<file path="config.mk">
export PLATFORM = sky130hd
export DESIGN_NAME = lap_memory
export DESIGN_NICKNAME = d
export VERILOG_FILES = /design/src/rtl/lap_memory_pkg.sv /design/src/rtl/lap_memory.sv
export SDC_FILE = /design/constraint.sdc
export NUM_CORES = 1
export LEC_CHECK = 0
export BUFFER_PORTS_ARGS = -buffer_cell sky130_fd_sc_hd__clkbuf_2
export CAP_MARGIN = 20
export CORE_UTILIZATION = 63
export DETAILED_ROUTE_END_ITERATION = 8
export GPL_TIMING_DRIVEN = 0
export HOLD_SLACK_MARGIN = 0.1
export PLACE_DENSITY = 0.83
export RECOVER_POWER = 50
export SYNTH_ARGS = -nofsm -noshare
export SYNTH_HDL_FRONTEND = slang
export SYNTH_SLANG_ARGS = --single-unit
</file>
<file path="constraint.sdc">
create_clock -name clk -period 8.2 [get_ports clk]
set_input_delay 0.41 -clock clk [delete_from_list [all_inputs] [get_ports clk]]
set_output_delay 0.41 -clock clk [all_outputs]
set_load 0.02 [all_outputs]
</file>
<file path="src/rtl/lap_memory_pkg.sv">
// Shared constants for the lap memory.
package lap_memory_pkg;

  localparam int unsigned LAP_DEPTH = 8;   // laps kept in the ring buffer
  localparam int unsigned TIME_W    = 12;  // stopwatch time value width
  localparam int unsigned PTR_W     = 3;   // ring pointer / browse index width
  localparam int unsigned CNT_W     = 4;   // stored-lap count width, 0..LAP_DEPTH

endpackage : lap_memory_pkg

</file>
<file path="src/rtl/lap_memory.sv">
// Lap memory: 8-entry ring buffer of stopwatch times with a browse position.
//
// Ports:
//   clk        system clock, rising edge
//   rst        synchronous active-high reset
//   write      pulse: store wr_data as the newest lap (overwrites oldest when full)
//   read       pulse: advance browse position to the next stored lap, wrapping
//   clear      pulse: discard all stored laps
//   wr_data    time value to store
//   rd_data    registered lap at the browse position (0 while nothing is stored)
//   lap_index  browse position, 0 = oldest stored lap
//   count      number of stored laps, 0..8
//   full       count == 8
//   empty      count == 0
module lap_memory
  import lap_memory_pkg::*;
(
  input  logic              clk,
  input  logic              rst,
  input  logic              write,
  input  logic              read,
  input  logic              clear,
  input  logic [TIME_W-1:0] wr_data,
  output logic [TIME_W-1:0] rd_data,
  output logic [PTR_W-1:0]  lap_index,
  output logic [CNT_W-1:0]  count,
  output logic              full,
  output logic              empty
);

  logic [TIME_W-1:0] mem [LAP_DEPTH];
  logic [PTR_W-1:0]  wr_ptr;
  logic [PTR_W-1:0]  rd_addr;

  // Physical address of the browsed lap: oldest entry plus browse offset.
  // With count==8 the low count bits are 0, so the oldest entry is wr_ptr itself.
  always_comb begin
    rd_addr = wr_ptr - count[PTR_W-1:0] + lap_index;
  end

  // Storage, pointers, status flags and the read register.
  // The memory array is not reset; unwritten entries are masked by count.
  always_ff @(posedge clk) begin
    if (rst) begin
      wr_ptr    <= '0;
      count     <= '0;
      lap_index <= '0;
      rd_data   <= '0;
      full      <= 1'b0;
      empty     <= 1'b1;
    end else begin
      // rd_data follows the browse position one cycle later.
      rd_data <= (count == '0) ? '0 : mem[rd_addr];

      if (clear) begin
        wr_ptr    <= '0;
        count     <= '0;
        lap_index <= '0;
        rd_data   <= '0;
        full      <= 1'b0;
        empty     <= 1'b1;
      end else if (write) begin
        mem[wr_ptr] <= wr_data;
        wr_ptr      <= wr_ptr + PTR_W'(1);
        empty       <= 1'b0;
        if (full) begin
          lap_index <= PTR_W'(LAP_DEPTH - 1);
        end else begin
          count     <= count + CNT_W'(1);
          lap_index <= count[PTR_W-1:0];
          full      <= (count == CNT_W'(LAP_DEPTH - 1));
        end
      end else if (read && !empty) begin
        lap_index <= ({1'b0, lap_index} == count - CNT_W'(1)) ? '0
                                                              : lap_index + PTR_W'(1);
      end
    end
  end

endmodule : lap_memory

</file>
==> results.rst <==
.. list-table::
   :header-rows: 1

   * - Metric
     - Value
   * - Number of hold buffers added after CTS
     - 0
   * - 1st-iter DRT viols
     - 159
   * - First-pass GRT wire length
     - 14,590 um
   * - Average vias per placed instance
     - 5.810
   * - Total routing usage reported by global routing
     - 0.2790
   * - Post-layout net count
     - roughly 360
   * - Average size of a mapped cell
     - 17.85 um2
   * - Cell area reported after detailed placement
     - 5157 um2
   * - Yosys warns
     - 0
   * - Count of cell types in the netlist
     - 33
   * - CTS Root Cell
     - clkbuf_8
   * - Global routing met1 resource utilization
     - 0.3501
   * - P&R area growth vs syn
     - 20.37%
   * - Cell Rows
     - 31
   * - Number of max-slew violations in the final report
     - 0
   * - CP Max Fanout
     - 10
   * - Count of buffers inserted at the top-level ports
     - 37
   * - Post-route minimum period
     - 3.488 ns
   * - Min setup slack post-route
     - 4.712 ns
   * - Reported max-cap violation count
     - 0
   * - Count of filler cells inserted in the layout
     - 407
   * - Final period util
     - 0.4253
   * - Final setup violating endpoints
     - 0
   * - Setup CP Type
     - reg2reg
   * - Worst-case headroom to the max-slew limit
     - 0.5085
   * - Cell-internal power
     - 1.179 mW
   * - Setup crit start
     - wr_ptr[1]
   * - Final wirelength
     - 9621 um
   * - Clock Path Buffers
     - 2
   * - Via count
     - 2,568
   * - Number of global-route vias before repair
     - between 2,000 and 3,000
   * - RSZ-0062 raised after global routing
     - no
   * - Cell count after synthesis
     - 266
   * - Part of the total power dissipated in sequential elements
     - 0.439
   * - Clock share of power
     - 0.486
   * - Detail Route Antenna Nets
     - 0
   * - I/O pins
     - 38
   * - Switch share
     - 0.2218
   * - Global-route congestion overflow total
     - 0
   * - Busiest layer in global routing
     - met2
   * - Arrival time of data at the critical path endpoint
     - 3.87 ns
   * - Post-synth EDFFs
     - 96
   * - R2R Path Start
     - wr_ptr[1]
   * - Placer Congestion
     - slightly above 0.8
   * - Element type at the critical path end
     - flop
   * - Fraction of post-synthesis cell area in the top cell type by area
     - 0.6071
   * - Worst voltage drop across the vdd grid
     - ~150 uV
   * - Number of hold violations in the final report
     - 0
   * - Overall power after layout
     - 1.514 mW
   * - Leakage power of the design
     - ~2 nW
   * - Asr flop ratio synth
     - 0
   * - Most common cell in the netlist
     - edfxtp_1
   * - Power per standard cell area
     - between 200 and 300 nW/um2
   * - Switch Pwr
     - 0.3358 mW
   * - Final sum of negative setup slack
     - 0 ns
   * - Cell area after layout
     - 5715 um2
   * - Worst clock skew on the final layout
     - 0.005889 ns
   * - Required time of the critical path
     - 8.58 ns
   * - Combinational share of power
     - 0.075
   * - TritonCTS clock tree
     - yes
   * - Sequential share of the synthesized area
     - 0.7083
   * - Kind of start point of the critical path
     - flop
   * - Initial antenna violation count
     - 0
   * - Beginning of the worst hold path
     - rst
   * - Global routing met3 resource utilization
     - 0.08955
   * - Largest area contributor in the synthesized netlist
     - edfxtp_1
   * - Total inserted antenna cells
     - 0
   * - Chip height
     - 88.82 um
   * - Footprint of the flip-flops and latches
     - between 3000 and 4000 um2
   * - First-pass iteration count of the detailed router
     - 4
   * - DRC violations left
     - 0
   * - Met2 Track Usage GR
     - 0.4559
   * - Net count after synthesis
     - between 200 and 300
   * - Status
     - finished, final reports clean
   * - Total die area
     - 7888 um2
   * - DIE WIDTH
     - 88.82 um
   * - H-tree depth reported by CTS
     - 4
   * - Share of final-layout standard cells stronger than drive strength 1
     - 0.2536
   * - Average wire per cell in the routed design
     - between 20 and 25 um
   * - Final HPWL from detailed placement
     - ~5600 um
   * - Top_reg_cell synth
     - edfxtp_1
   * - Pin count of the biggest net entering global routing
     - 17
   * - Number of gates given a new drive strength after cts
     - 0
   * - Hold crit path type
     - in2reg
   * - Std-Cell Core Area
     - 7253 um2
   * - Cells taking the most area after synthesis
     - edfxtp_1, mux4_2, dfxtp_1, mux2i_1, nor2_1
   * - Actual transition at the worst max-transition pin
     - about 0.74 ns
   * - Number of flip-flops and latches in the synthesized netlist
     - 120
   * - Number of sinks driven by the clock tree
     - 120
   * - Commonest cells in the synthesized netlist
     - edfxtp_1, nor2_1, dfxtp_1, mux4_2, mux2i_1
   * - Worst-case setup slack after placement
     - 4.854 ns
   * - Post-CTS Setup Repair Bufs
     - 0
   * - Area of the multi-input gates
     - 1284 um2
   * - CTS clock-pin slew for the worst setup and hold paths
     - roughly 0.06 ns
   * - Skew-Pair Late Insertion Delay
     - 0.51 ns
   * - Starting density of the core
     - 0.6546
   * - Inserted Clock Buffers
     - 17
   * - Peak clock frequency supported by timing
     - 0.2867 GHz
   * - Cell area after synthesis
     - 4748 um2
power groups by stage:
stage	logic [mW]	clock network (mW)	registers, mW
after global placement	0.108	0	0.677
after floorplan	0.0795	0	0.680
final	0.114	0.735	0.665
after detailed placement	0.112	0	0.678
after global routing	0.122	0.768	0.665
after CTS	0.116	0.742	0.665
registers in the layout, summed over array words and instances (netlist names):
| name | count |
|---|---|
| mem | 96 |
| rd_data | 12 |
| count | 4 |
| lap_index | 3 |
| wr_ptr | 3 |
| empty | 1 |
| full | 1 |
routing by layer:
metal,up-vias,share of wire,wire [um]
li1,1154,-,-
met1,1275,0.39,3735
met2,123,0.53,5073
met3,16,0.064,620
met4,0,0.020,191
met5,-,0,0
placed cells by master (no fill, tap or decap), types with 4 or more instances in the layout:
cell type / instances
a21oi_1: 4
buf_2: 4
buf_6: 9
clkbuf_1: 32
clkbuf_16: 16
clkbuf_2: 11
clkinv_4: 4
dfxtp_1: 24
edfxtp_1: 96
ha_1: 7
inv_1: 10
mux2i_1: 13
mux4_2: 24
nand2_1: 10
nor2_1: 29
xor2_1: 5
kinds of logic after synthesis:
logic type               count (synthesis)  synth area share
AO/OA/AOI/OAI                           14           0.02003
XOR/XNOR                                12           0.03373
adder cells (fa/ha/maj)                  9           0.02688
buffers and inverters                   22           0.02345
flip-flops                             120            0.7083
multiplexers                            37            0.1412
AND/OR/NAND/NOR                         52           0.04637
final cells by class:
class | instances | area share
sequential | 120 | 0.5884
multi-input combinational | 124 | 0.2246
clock buffer | 17 | 0.07246
timing repair buffer | 45 | 0.04247
clock inverter | 15 | 0.03087
tap | 99 | 0.02167
buffer | 12 | 0.01292
inverter | 10 | 0.006567
critical path: stages (launching register included):
cell and delay (ns):
dfxtp_1 0.49, inv_1 0.13, fa_1 0.49, fa_1 0.56, clkbuf_1 0.31, clkbuf_1 0.61, mux4_2 0.43, mux2i_1 0.26
nor2_1 0.07
per-stage QoR:
| stage | instances | hold WS (ns) | utilization |
|---|---|---|---|
| after floorplan | 266 | 0.5089 | - |
| after global placement | 402 | 0.4652 | 0.6973 |
| after detailed placement | 410 | 0.4646 | 0.7111 |
| after CTS | 442 | 0.1565 | 0.7925 |
| after global routing | 442 | 0.1743 | 0.7880 |
| final | 442 | 0.1690 | 0.7880 |
path summary, 6_finish.rpt:
kind                end  slack [ns]  cells after the start
max          rd_data[4]        4.71                      8
min reg2reg       empty        0.48                      2
max reg2reg  rd_data[4]        4.71                      8
min               empty        0.17                      3
Power figures use the tool's default switching activity.
